## config.mk

```make
export PLATFORM = sky130hd
export DESIGN_NAME = instr_loader
export DESIGN_NICKNAME = d
export VERILOG_FILES = /design/src/rtl/instr_loader.sv
export SDC_FILE = /design/constraint.sdc
export NUM_CORES = 1
export LEC_CHECK = 0
export BUFFER_PORTS_ARGS = -buffer_cell sky130_fd_sc_hd__buf_2
export CORE_MARGIN = 4
export CORE_UTILIZATION = 50
export CTS_CLUSTER_SIZE = 25
export DETAILED_ROUTE_END_ITERATION = 8
export PLACE_DENSITY = 0.74
export SYNTH_ARGS = -nofsm -noshare
export SYNTH_HDL_FRONTEND = slang
export SYNTH_SLANG_ARGS = --single-unit
```

## constraint.sdc

```tcl
create_clock -name Clock -period 2.4 [get_ports Clock]
set_input_delay 0.48 -clock Clock [delete_from_list [all_inputs] [get_ports Clock]]
set_output_delay 0.48 -clock Clock [all_outputs]
set_load 0.02 [all_outputs]
```

## src/rtl/instr_loader.sv

```systemverilog
// instr_loader: loads up to 16 instruction words from switches into a 16x16
// instruction memory, then hands the memory to the processor.
//
// Optional feature: define INSTR_LOADER_DEBOUNCE_EN to pass Load through a
// 2-flop synchronizer and a DB_CYCLES stability counter before edge detection.
//
// Ports:
//   Clock   in   rising-edge clock
//   Resetn  in   asynchronous active-low reset (clears memory too)
//   Load    in   key level; each accepted rising edge writes DIn
//   Start   in   ends filling early (ignored while EMPTY)
//   Clear   in   empties memory, highest priority
//   DIn     in   16-bit instruction word
//   pc      in   4-bit read address
//   Instr   out  mem[pc] while Ready, else 16'h0000
//   Count   out  number of words written, 0..16
//   Ready   out  registered, high in READY state
//   Ovf     out  sticky: press accepted while READY
module instr_loader #(
  parameter int unsigned DB_CYCLES = 8
) (
  input  logic        Clock,
  input  logic        Resetn,
  input  logic        Load,
  input  logic        Start,
  input  logic        Clear,
  input  logic [15:0] DIn,
  input  logic [3:0]  pc,
  output logic [15:0] Instr,
  output logic [4:0]  Count,
  output logic        Ready,
  output logic        Ovf
);

  typedef enum logic [1:0] {EMPTY, FILLING, READY} state_t;

  state_t      state;
  logic [15:0] mem [16];
  logic [3:0]  wr_ptr;
  logic        load_lvl;
  logic        load_prev;
  logic        armed;
  logic        press;

`ifdef INSTR_LOADER_DEBOUNCE_EN
  localparam int unsigned CW = $clog2(DB_CYCLES + 1);

  logic          sync1;
  logic          sync2;
  logic          db_level;
  logic [CW-1:0] db_cnt;

  // The counter runs only while the synchronized level disagrees with the
  // debounced level; any return to agreement restarts it, so short glitches
  // never reach the edge detector.
  always_ff @(posedge Clock or negedge Resetn) begin
    if (!Resetn) begin
      sync1    <= 1'b0;
      sync2    <= 1'b0;
      db_level <= 1'b0;
      db_cnt   <= '0;
    end else begin
      sync1 <= Load;
      sync2 <= sync1;
      if (sync2 == db_level) begin
        db_cnt <= '0;
      end else if (db_cnt == CW'(DB_CYCLES - 1)) begin
        db_level <= sync2;
        db_cnt   <= '0;
      end else begin
        db_cnt <= db_cnt + 1'b1;
      end
    end
  end

  assign load_lvl = db_level;
`else
  assign load_lvl = Load;

  // DB_CYCLES only matters with debounce enabled.
  logic unused_db_cycles;
  assign unused_db_cycles = |DB_CYCLES;
`endif

  // armed stays low for the first edge after reset release so a key already
  // held down at that moment is not taken as a press.
  assign press = armed & load_lvl & ~load_prev;

  always_ff @(posedge Clock or negedge Resetn) begin
    if (!Resetn) begin
      state     <= EMPTY;
      wr_ptr    <= '0;
      Count     <= '0;
      Ready     <= 1'b0;
      Ovf       <= 1'b0;
      load_prev <= 1'b0;
      armed     <= 1'b0;
      for (int unsigned i = 0; i < 16; i++) mem[i] <= '0;
    end else begin
      armed     <= 1'b1;
      load_prev <= load_lvl;
      if (Clear) begin
        state  <= EMPTY;
        wr_ptr <= '0;
        Count  <= '0;
        Ready  <= 1'b0;
        Ovf    <= 1'b0;
        for (int unsigned i = 0; i < 16; i++) mem[i] <= '0;
      end else begin
        case (state)
          EMPTY: begin
            if (press) begin
              mem[0] <= DIn;
              wr_ptr <= 4'd1;
              Count  <= 5'd1;
              state  <= FILLING;
            end
          end
          FILLING: begin
            if (press) begin
              mem[wr_ptr] <= DIn;
              wr_ptr      <= wr_ptr + 4'd1;
              Count       <= Count + 5'd1;
            end
            // A press coinciding with Start is written above before leaving.
            if (Start || (press && Count == 5'd15)) begin
              state <= READY;
              Ready <= 1'b1;
            end
          end
          READY: begin
            if (press) Ovf <= 1'b1;
          end
          default: begin
            state <= EMPTY;
            Ready <= 1'b0;
          end
        endcase
      end
    end
  end

  always_comb begin
    Instr = '0;
    if (Ready) Instr = mem[pc];
  end

endmodule

```

Word level (Yosys, flattened, before mapping)
Index checks and enable logic that the tools add are counted.

$add $sub $neg: 2. $lt $le $gt $ge: 3. Eq/ne operators: 8. Mux-type cells: 30. Bitwise operators: 5. Reductions and logical operators: 14.

Operator list (count): 256-bit 2-to-1 mux (2); 256-bit bitwise mux (1); 240-bit 2-to-1 mux (1); 16-bit 2-to-1 mux (5); 16-bit binary-select mux with 4-bit select (1); 16-bit demux with 4-bit select (1); 16-bit one-hot mux with 2 select lines (1); 5-bit 2-to-1 mux (3); 4-bit 2-to-1 mux (3); 5-bit greater-or-equal comparator, second input constant (2); 4-bit NOT with 5-bit output (2); 5-bit one-hot mux with 2 select lines (1); 3-bit != test, second input constant (3); 4-bit one-hot mux with 2 select lines (1); 2-bit 2-to-1 mux (3); 2-bit one-hot mux with 3 select lines (1); 2-bit AND reduction (3); 3-bit AND reduction (2); 2-bit nonzero test (3); 5-bit by 1-bit adder with 5-bit output, second input constant (1); 5-bit by 4-bit == test with 1-bit output, second input constant (1); 5-bit by 1-bit less-than comparator with 1-bit output, second input constant (1); 1-bit 2-to-1 mux (5); 4-bit by 1-bit adder with 4-bit output, second input constant (1); 12 further kinds (14).

Register bits after elaboration: 271. Input port bits: 25. Output and inout bits: 23. Word-level logic and storage cells: 85.

Longest topological paths before layout
Gate-level depths: netlist of run 1.

Depth after elaboration: 9. Mapped depth: 8. Gate-level depth less buffers: 6.

Least setup slack after synthesis of run 1
Ideal clock, no wire load.

Path type: input to output. Start: input pc[0]. End: output Instr[6]. Data arrival time: 1.672 ns. Required time: 1.920 ns. Path slack: 0.248 ns. Stages on the path: 6. Buffers on the path: 2. Cells stage by stage: buf_4 > buf_2 > mux2i_1 > a22oi_1 > nand3_1 > a21oi_1.

Word-level cells in the longest chain between the ends: 5.

RTL lines: from (decl) (line 28) `input logic [3:0] pc,`; 4-bit NOT with 5-bit output (implied by the code) (line 145) `if (Ready) Instr = mem[pc];`; 16-bit binary-select mux with 4-bit select (line 145); 16-bit 2-to-1 mux (implied by the code) (2 in series) (line 145); 16-bit 2-to-1 mux (line 145); to (decl) (line 29) `output logic [15:0] Instr,`.

Every way passes these cells. The select of a mux whose other input is x is not followed.

Final worst setup path of run 1
Start: input pc[0]. End: output Instr[12].

Same word-level chain as after synthesis.

==> impl_results.md, run 1 <==
- Outcome: complete, but fails checks
- Violated checks: setup timing
- Final ANT Viol Nets: 0
- Pleak: 6.519 nW
- Die width: 165.9 microns
- Multi-input logic area: around 0.0054 sq mm
- Fin crit period: 2.440 ns
- DR vias/cell: 6.181
- Final worst-path cycle share: 101.7%
- CTS tree: built
- Worst slack, placed: -0.1622 ns
- Via count: 9,531
- Remaining Overflow, GRT: 0
- Fin worst setup slack: -0.04023 ns
- Layout cells sized above 1: 19.21%
- Dpl cell area: 0.01324 sq mm
- H-Tree Depth: 1
- Fillcell total: 1,963
- Top-level port count: 48
- IO Port Bufs: 47
- RSZ-0062 raised after global routing: yes
- DRC violations left: 0
- Routed len/inst: 22.52 microns
- Synth Warn #: 0
- Slew @ Worst Pin: 0.7548 ns
- First-pass DRT Iterations: 6
- Critical path cell sequence: buf_6 > buf_12 > buf_4 > mux2i_1 > a22oi_1 > nand3_1 > nand2_1 > buf_2
- Crit end category: output port
- Clk pwr share: 46.1%
- Global-route wire length before repair: between 50,000 and 60,000 microns
- WL final: about 35,000 microns
- Reg area: 0.006782 sq mm
- Crit Reg-Reg Endpoint: mem[162]
- Final number of hold-violating endpoints: 0
- Peak supply drop: 0.0005649 V
- # setup viols final: 2
- Synthesized netlist net count: about 1,200
- Sequential cell area fraction in the yosys report: 54.40%
- Worst r2r path cells: 4
- Commonest non-fill, non-tap cell in the layout: dfrtp_1
- Placed insts: approximately 1,500
- Root Driver: clkbuf_16
- Most frequent cells in the layout: dfrtp_1 (271), nand2_1 (196), o21ai_0 (155), mux2i_1 (104), o2bb2ai_1 (80)
- Worst hold endpoint: load_prev
- Seq pwr share: 47.1%
- CP startpoint: pc[0]
- P_int: about 0.0075 W
- Maxcap violations: 0
- Clock latency at the later pin of the worst-skew pair: 0.56 ns
- Power Density: about 670 mW/mm^2
- NetSw: roughly 0.0023 W
- Synth Instances: 1,144
- CTS Sinks: 271
- Final Max Slew Viols: 0
- All-Layer GR Usage: 24.79%
- CTS Buffer Depth: 3
- Final Skew: ~0.014 ns
- Upper clock frequency limit: 0.4098 GHz
- DRT iter0 DRCs: 1,112
- Hpwl dp: about 22,000 microns
- Hold slack: 0.1157 ns
- Internal reg-to-reg setup slack: 0.21 ns
- CTS clock-pin slew for the worst setup and hold paths: 0.06 ns
- Synth Area per Inst: 10.90 sq um
- Worst setup path class: in -> out
- Initial core utilization: 51.11%
- Crit path max-delay cell type: mux2i_1
- Final GP Congestion: 0.8390
- Finished Cell Area: 0.01453 sq mm
- Distinct cells, synth: 43
- Total chip power: 0.009752 W
- CP max FO: 15
- Max_slew headroom: about 50%
- Area delta synth->final: 16.57%
- FF-to-FF Start: state[1]
- Fin cells: 1,542
- Vias in the first global route: 9,682
- Largest net degree at the start of global routing: 60
- CP peak stage delay: between 0.4 and 0.5 ns
- Num CTS Buffers: 28
- Hold Path Depth: 1
- Crit start category: input port
- Power share of the combinational group: between 6 and 7%
- Worst Hold Class: in -> reg
- ANT cells: 0
- Die area: about 0.028 sq mm
- CP Data Required Time: 1.92 ns
- Crit path DAT: ~2.0 ns
- Area of the core: 0.02439 sq mm
- Antenna violations before repair: 0
- Switching Share: 23.12%
- Nets: around 1,200
- FF+latch count, synth: 271
- Row count: 57
- Die H: 165.9 microns
- Synthesized area: 0.01247 sq mm
- Hold Path Origin: Load
==> critical path: cells and delay by family <==
family | cells | cell delay [ns]
buf+inv | 4 | 0.71
mux | 1 | 0.45
compound gates | 1 | 0.14
simple gates | 2 | 0.17
==> worst max path at each step <==
stage / end / slack, ns / depth (start not counted)
floorplan: Instr[6] / 0.25 / 6
global placement: Instr[15] / -0.11 / 8
detailed placement: Instr[4] / -0.16 / 8
CTS: Instr[6] / -0.01 / 8
global route: Instr[12] / -0.06 / 8
finish: Instr[12] / -0.04 / 8
==> stage by stage <==
step | setup TNS [ns] | util (%)
floorplan | 0 | -
global placement | -0.9216 | 54.27
detailed placement | -1.787 | 54.27
CTS | -0.02171 | 58.54
global route | -0.3016 | 59.58
finish | -0.05000 | 59.58
==> final cells by class <==
type / count / area share [%]
sequential: 271 / 46.67
clock inverter: 10 / 0.9988
inverter: 9 / 0.2325
clock buffer: 41 / 5.640
timing repair buffer: 117 / 6.828
tap: 324 / 2.790
multi-input combinational: 770 / 36.84
==> power by group through the flow <==
stage          registers (W)  logic (W)  clock network [W]
2_1_floorplan        0.00468   0.000308                  0
3_3_place_gp         0.00468   0.000611                  0
3_5_place_dp         0.00468   0.000616                  0
4_1_cts              0.00459   0.000630            0.00456
5_1_grt              0.00459   0.000704            0.00477
6_report             0.00459   0.000657            0.00450
==> cells by family (layout without fill, tap and decap cells) <==
logic type | after synthesis | after routing | synth area share (%)
AOI/OAI and AO/OA | 327 | 327 | 17.24
and+or+nand+nor | 308 | 308 | 11.42
other | 1 | 1 | 0.03008
DFF | 271 | 271 | 54.40
adders and majority gates | 6 | 6 | 0.6022
buffers and inverters | 103 | 177 | 4.316
muxes | 128 | 128 | 11.98
==> routing by layer <==
metal,track usage (%),vias to the layer above,routed length (microns)
met2,38.30,469,16120
li1,-,4206,-
met1,34.51,4765,14340
met5,0,-,0
met3,5.761,91,3118
met4,9.290,0,1147
==> what timing repair did <==
item	CTS	global route
endpoints found under the hold margin	41	0
pin swaps	1	5
setup endpoints to repair	16	16
resized for setup	15	40
setup buffers	0	11
hold buffers	1	0
==> synth_stat cells (all sizes together) <==
cell | instances | share of area, %
mux4 | 17 | 3.1
a21o | 1 | 0.060
o21a | 1 | 0.060
clkbuf | 42 | 1.3
or3 | 2 | 0.10
buf | 52 | 2.8
and2 | 3 | 0.15
nand3 | 37 | 1.5
nor2 | 21 | 0.63
nor3b | 1 | 0.060
nor2b | 6 | 0.30
nand4bb | 1 | 0.22
inv | 9 | 0.27
nand4b | 1 | 0.070
a22oi | 47 | 2.8
nand3b | 1 | 0.060
and3 | 2 | 0.10
or4 | 1 | 0.060
or3b | 1 | 0.090
mux2i | 111 | 8.9
nand2 | 209 | 6.9
dfrtp | 271 | 54
o21ai | 168 | 6.7
a41oi | 10 | 0.94
and3b | 1 | 0.070
ha | 6 | 0.60
conb | 1 | 0.030
a31oi | 1 | 0.050
nor3 | 5 | 0.29
a21oi | 15 | 0.69
nand2b | 15 | 0.75
o2bb2ai | 80 | 5.6
nor4bb | 1 | 0.080
a211oi | 4 | 0.24
==> flip-flops by register name, indices dropped and copies added (netlist names) <==
name       cells
Count          5
Ovf            1
Ready          1
armed          1
load_prev      1
mem          256
state          2
wr_ptr         4
Note: power is estimated with default switching activity, not from simulation.
==> inputs of run 2 (changes only) <==
--- a/config.mk
+++ b/config.mk
@@ -8,6 +8,7 @@
 export BUFFER_PORTS_ARGS = -buffer_cell sky130_fd_sc_hd__buf_2
 export CORE_MARGIN = 4
 export CORE_UTILIZATION = 50
+export CTS_CLUSTER_DIAMETER = 30
 export CTS_CLUSTER_SIZE = 25
 export DETAILED_ROUTE_END_ITERATION = 8
 export PLACE_DENSITY = 0.74
==> constraint.sdc (replaced) <==
create_clock -name Clock -period 2.4 [get_ports Clock]
set_input_delay 0.12 -clock Clock [delete_from_list [all_inputs] [get_ports Clock]]
set_output_delay 0.12 -clock Clock [all_outputs]
set_load 0.02 [all_outputs]
==> run 2 against run 1 <==
Effect of this change: power rose by 27%; combinational power fell by 5.0%; first-iteration DRC count fell by 9.1%; critical path depth fell by 4; the run now ends clean; via count rose by 1.3%; routed wire length fell by 0.68%; clock skew rose by 0.0037 ns; register-to-register slack improved by 0.05 ns; non-clock buffer count rose by 2; maximum frequency rose by 12%; critical endpoint is now Instr[3]; flip-flop and latch count did not move; global-route usage rose by 0.40 points.
==> impl_results.md, run 2 (synthesized netlist as in run 1, its figures left out) <==
- Crit Reg-Reg Endpoint: mem[245]
- Crit path max-delay cell type: mux4_2
- Hold Path Depth: 2
- Num CTS Buffers: 50
- Crit path DAT: 2.07 ns
- Area of the core: 0.02439 sq mm
- Layout cells sized above 1: between 15 and 20%
- CTS clock-pin slew for the worst setup and hold paths: around 0.05 ns
- Row count: 57
- Hpwl dp: 21,590 microns
- Slew @ Worst Pin: just under 0.9 ns
- P_int: 0.009542 W
- Global-route wire length before repair: 56,960 microns
- CP max FO: 2
- Clock latency at the later pin of the worst-skew pair: 0.56 ns
- H-Tree Depth: 2
- DRT iter0 DRCs: roughly 1,000
- Max_slew headroom: 40.54%
- Final Max Slew Viols: 0
- Post-CTS setup buffer count: 0
- CTS tree: built
- Final Skew: 0.01774 ns
- Internal reg-to-reg setup slack: about 0.26 ns
- Antenna violations before repair: 0
- CP startpoint: mem[243]
- FF-to-FF Start: wr_ptr[0]
- NetSw: ~0.0028 W
- Seq pwr share: 37.3%
- All-Layer GR Usage: 25.19%
- Total chip power: between 0.01 and 0.015 W
- Initial core utilization: 51.11%
- DR vias/cell: approximately 6.1
- First-pass DRT Iterations: 5
- Switching Share: a little under a quarter
- RSZ-0062 raised after global routing: no
- Crit start category: flip-flop
- Pleak: 6.859 nW
- Upper clock frequency limit: 0.4574 GHz
- Fin crit period: ~2.2 ns
- Peak supply drop: 0.0007683 V
- Worst Hold Class: in -> reg
- Largest net degree at the start of global routing: 83
- CTS Buffer Depth: 3
- Outcome: finished clean
- Remaining Overflow, GRT: 0
- Root Driver: clkbuf_16
- CP Data Required Time: 2.28 ns
- Die area: between 0.02 and 0.03 sq mm
- Hold Path Origin: Clear
- CTS Sinks: 271
- Final core occ: 61.59%
- Final ANT Viol Nets: 0
- IO Port Bufs: 47
- Vias in the first global route: 10,040
- Critical path cell sequence: mux4_2 > a211oi_1 > a21oi_1 > buf_2
- Most frequent cells in the layout: dfrtp_1 (271), nand2_1 (199), o21ai_0 (155), mux2i_1 (111), o2bb2ai_1 (80)
- Commonest non-fill, non-tap cell in the layout: dfrtp_1
- Crit end category: output port
- Maxcap violations: 0
- Final GP Congestion: 0.8568
- Nets: 1,252
- CP peak stage delay: approximately 0.53 ns
- Max reg flops: 256
- Hold slack: 0.02651 ns
- Die width: 165.9 microns
- Final number of hold-violating endpoints: 0
- Routed len/inst: 21.78 microns
- DRC violations left: 0
- Final setup TNS: 0 ns
- WL final: 34,500 microns
- Via count: slightly below 10,000
- Final worst-path cycle share: between 90% and 100%
- Worst setup path class: reg -> out
- Power share of the combinational group: 5.0%
- Most flop-heavy register: mem
- Power Density: 822.3 mW/mm^2
- Die H: 165.9 microns
- Clk pwr share: 57.7%
- Worst hold endpoint: Ovf
- Top-level port count: between 40 and 50
- Worst r2r path cells: 7
- Fillcell total: 1,897
- # setup viols final: 0
- Top Registers: mem x256, Count x5, wr_ptr x4
- Area delta synth->final: 20.51%
- ANT cells: 0
run 2: cell count changes in the layout (fill, tap and decap cells not counted), moves of 8 or more:
cell	previous run	this run
buf_12	14	6
buf_4	56	47
dlygate4sd3_1	1	19
clkinv_2	3	13
clkbuf_16	28	51
run 2: metrics by stage:
stage                     worst slack, ns  instance area [sq um]  std cells
after floorplan                    0.4486                  12470       1144
after global placement             0.3539                  13110       1474
after detailed placement           0.2989                  13110       1474
after CTS                         0.09434                  15020       1584
after global routing               0.1688                  15020       1584
final                              0.2137                  15020       1584
run 2: repair_timing:
item,CTS,global route
hold buffers,19,0
setup endpoints to repair,0,1
resized for setup,0,1
endpoints found under the hold margin,167,0
run 2: area by class of cell:
| class | instances | area [sq um] | area share [%] |
|---|---|---|---|
| inverter | 9 | 33.78 | 0.2249 |
| clock buffer | 64 | 1395 | 9.287 |
| clock inverter | 27 | 324.1 | 2.157 |
| sequential | 271 | 6782 | 45.14 |
| tap | 324 | 405.4 | 2.699 |
| multi-input combinational | 770 | 5167 | 34.40 |
| timing repair buffer | 119 | 914.6 | 6.089 |
run 2: worst max-delay path by stage:
stage / endpoint / slack (ns) / depth (start not counted)
global placement: Instr[15] / 0.35 / 8
CTS: Instr[6] / 0.09 / 4
floorplan: mem[245] / 0.45 / 7
global route: mem[251] / 0.17 / 7
finish: Instr[3] / 0.21 / 4
detailed placement: mem[251] / 0.30 / 7
run 2: routing by layer:
metal	wire [microns]	up-vias	global-route usage [%]
li1	-	4270	-
met1	14590	4918	34.88
met2	16270	399	40.48
met3	2786	72	5.284
met4	849	0	7.496
met5	0	-	0
run 2: worst max-delay path: cells and delay by family, from the launching register on:
kind,cells,cell delay [ns]
AOI/OAI and AO/OA,2,0.42
buffers and inverters,1,0.18
DFF,1,0.39
muxes,1,0.53
run 2: power by group through the flow:
stage	clock network [W]	registers, W	logic, W
after floorplan	0	0.00468	0.000308
after detailed placement	0	0.00468	0.000595
final	0.00712	0.00461	0.000624
after global placement	0	0.00468	0.000588
after global routing	0.00741	0.00460	0.000673
after CTS	0.00715	0.00461	0.000621
==> inputs of run 3 (changes only) <==
--- a/config.mk
+++ b/config.mk
@@ -12,6 +12,7 @@
 export CTS_CLUSTER_SIZE = 25
 export DETAILED_ROUTE_END_ITERATION = 8
 export PLACE_DENSITY = 0.74
+export REMOVE_ABC_BUFFERS = 1
 export SYNTH_ARGS = -nofsm -noshare
 export SYNTH_HDL_FRONTEND = slang
 export SYNTH_SLANG_ARGS = --single-unit
==> run 3 against run 2 <==
Effect of this change: design area rose by 1.4%; combinational power rose by 2%; sequential power barely moved; core utilization rose by 0.87 points; largest cell class unchanged; critical endpoint is now mem[48]; final cell count rose by 0.19%; worst hold slack improved by 0.014 ns; clock power rose by 12%; global-route usage rose by 1.5 points; register-to-register slack got worse by 0.11 ns; maximum frequency fell by 2.7%.
==> impl_results.md, run 3 (synthesized netlist as in run 1, its figures left out) <==
- Outcome: finished clean
- Commonest non-fill, non-tap cell in the layout: dfrtp_1
- DRC violations left: 0
- WL final: 37,000 microns
- Final Max Slew Viols: 0
- Die area: 0.02752 sq mm
- Global-route wire length before repair: around 59,000 microns
- CTS Buffer Depth: 3
- FF-to-FF Start: wr_ptr[0]
- Final ANT Viol Nets: 0
- Final worst-path cycle share: 93.63%
- Via count: 9,805
- Most flop-heavy register: mem
- Die width: 165.9 microns
- CTS Sinks: 271
- Hold Path Origin: Clear
- All-Layer GR Usage: a little over a quarter
- Slew @ Worst Pin: 1.319 ns
- Top Registers: mem x256, Count x5, wr_ptr x4
- DR vias/cell: 6.178
- Die H: 165.9 microns
- Fillcell total: 1,896
- Max_slew headroom: a little under an eighth
- H-Tree Depth: 2
- Upper clock frequency limit: 0.4450 GHz
- First-pass DRT Iterations: 6
- Num CTS Buffers: 52
- Maxcap violations: 0
- Remaining Overflow, GRT: 0
- Pleak: 6.936 nW
- Final core occ: 62.46%
- Fin crit period: 2.247 ns
- Fin cells: 1,587
- Worst Hold Class: in -> reg
- Crit start category: flip-flop
- Hpwl dp: 22,260 microns
- Initial core utilization: 51.11%
- Peak supply drop: around 0.00065 V
- Placed insts: 1,470
- Worst hold endpoint: mem[244]
- Row count: between 50 and 60
- Nets: 1,250
- CP max FO: 16
- DRT iter0 DRCs: 1,106
- Worst r2r path cells: 6
- Largest net degree at the start of global routing: 68
- Area of the core: 0.02439 sq mm
- Most frequent cells in the layout: dfrtp_1 (271), nand2_1 (199), o21ai_0 (155), mux2i_1 (111), o2bb2ai_1 (80)
- Root Driver: clkbuf_16
- Layout cells sized above 1: 17.81%
- Hold Path Depth: 2
- Crit end category: flip-flop
- IO Port Bufs: 47
- RSZ-0062 raised after global routing: no
- Crit Reg-Reg Endpoint: mem[48]
- Final number of hold-violating endpoints: 0
- Total chip power: roughly 0.013 W
- Final Skew: 0.01721 ns
- # setup viols final: 0
- Top-level port count: 48
- Crit path DAT: 2.69 ns
- CTS tree: built
- Internal reg-to-reg setup slack: ~0.15 ns
- Worst slack, placed: 0.2066 ns
- Clock latency at the later pin of the worst-skew pair: about 0.55 ns
- Max reg flops: around 260
- Area delta synth->final: 22.21%
- CTS clock-pin slew for the worst setup and hold paths: 0.05 ns
- Antenna violations before repair: 0
- Final GP Congestion: between 0.8 and 0.9
- Post-CTS setup buffer count: 0
- Fin worst setup slack: 0.1530 ns
- Routed len/inst: 23.32 microns
- Power Density: 868.3 mW/mm^2
- CP Data Required Time: ~2.8 ns
- ANT cells: 0
- Vias in the first global route: 10,090
- Worst setup path class: reg -> reg
==> run 3: worst max-delay path by stage <==
stage | startpoint | end | slack, ns | cells past startpoint
5_1_grt | wr_ptr[1] | mem[37] | 0.01 | 6
3_5_place_dp | wr_ptr[0] | mem[50] | 0.21 | 6
2_1_floorplan | state[1] | mem[100] | -0.71 | 4
3_3_place_gp | wr_ptr[1] | mem[37] | 0.29 | 6
4_1_cts | Ready | Instr[6] | 0.004 | 4
6_report | wr_ptr[0] | mem[48] | 0.15 | 6
==> run 3: per-stage QoR <==
step                      instance area (sq um)  hold WS [ns]  setup TNS (ns)
after detailed placement                  13090        0.1279               0
final                                     15230       0.04056               0
after floorplan                           11960       -0.1756         -136.32
after CTS                                 15230       0.04002               0
after global placement                    13090        0.1228               0
after global routing                      15230       0.06317               0
==> run 3: area by class of cell <==
cell class	instances	area, sq um	area share, %
inverters	9	33.78	0.2217
well taps	324	405.4	2.661
repair buffers	115	897.1	5.889
clock buffers	68	1464	9.609
clock inverters	30	485.5	3.187
flip-flops and latches	271	6782	44.51
multi-input cells	770	5167	33.92
==> run 3: power by group <==
group          switching, W  internal, W  total (W)  leakage (nW)
clock               0.00241      0.00557    0.00798         0.943
sequential        0.0000125      0.00459    0.00461          3.78
combinational      0.000430     0.000208   0.000638          2.21
total               0.00286       0.0104     0.0132          6.94
==> run 3: repair_timing <==
action	4_1_cts	5_1_grt
hold buffers	19	0
hold endpoints to repair	126	0
endpoints found under the setup margin	0	15
resized for setup	0	1
==> run 3: per-layer routing <==
| metal | vias up | share of wire [%] | global-route usage, % |
|---|---|---|---|
| met5 | - | 0 | 0 |
| met4 | 0 | 4.5 | 12.05 |
| met3 | 89 | 9.7 | 6.736 |
| li1 | 4279 | - | - |
| met1 | 4928 | 41 | 37.66 |
| met2 | 509 | 45 | 39.35 |
==> run 3: worst max-delay path, stage by stage (launching register included) <==
cell and delay, ns:
dfrtp_1 0.40, inv_1 0.11, ha_1 0.28, nand3_1 0.11
inv_1 0.05, o21ai_1 1.00, o2bb2ai_1 0.20
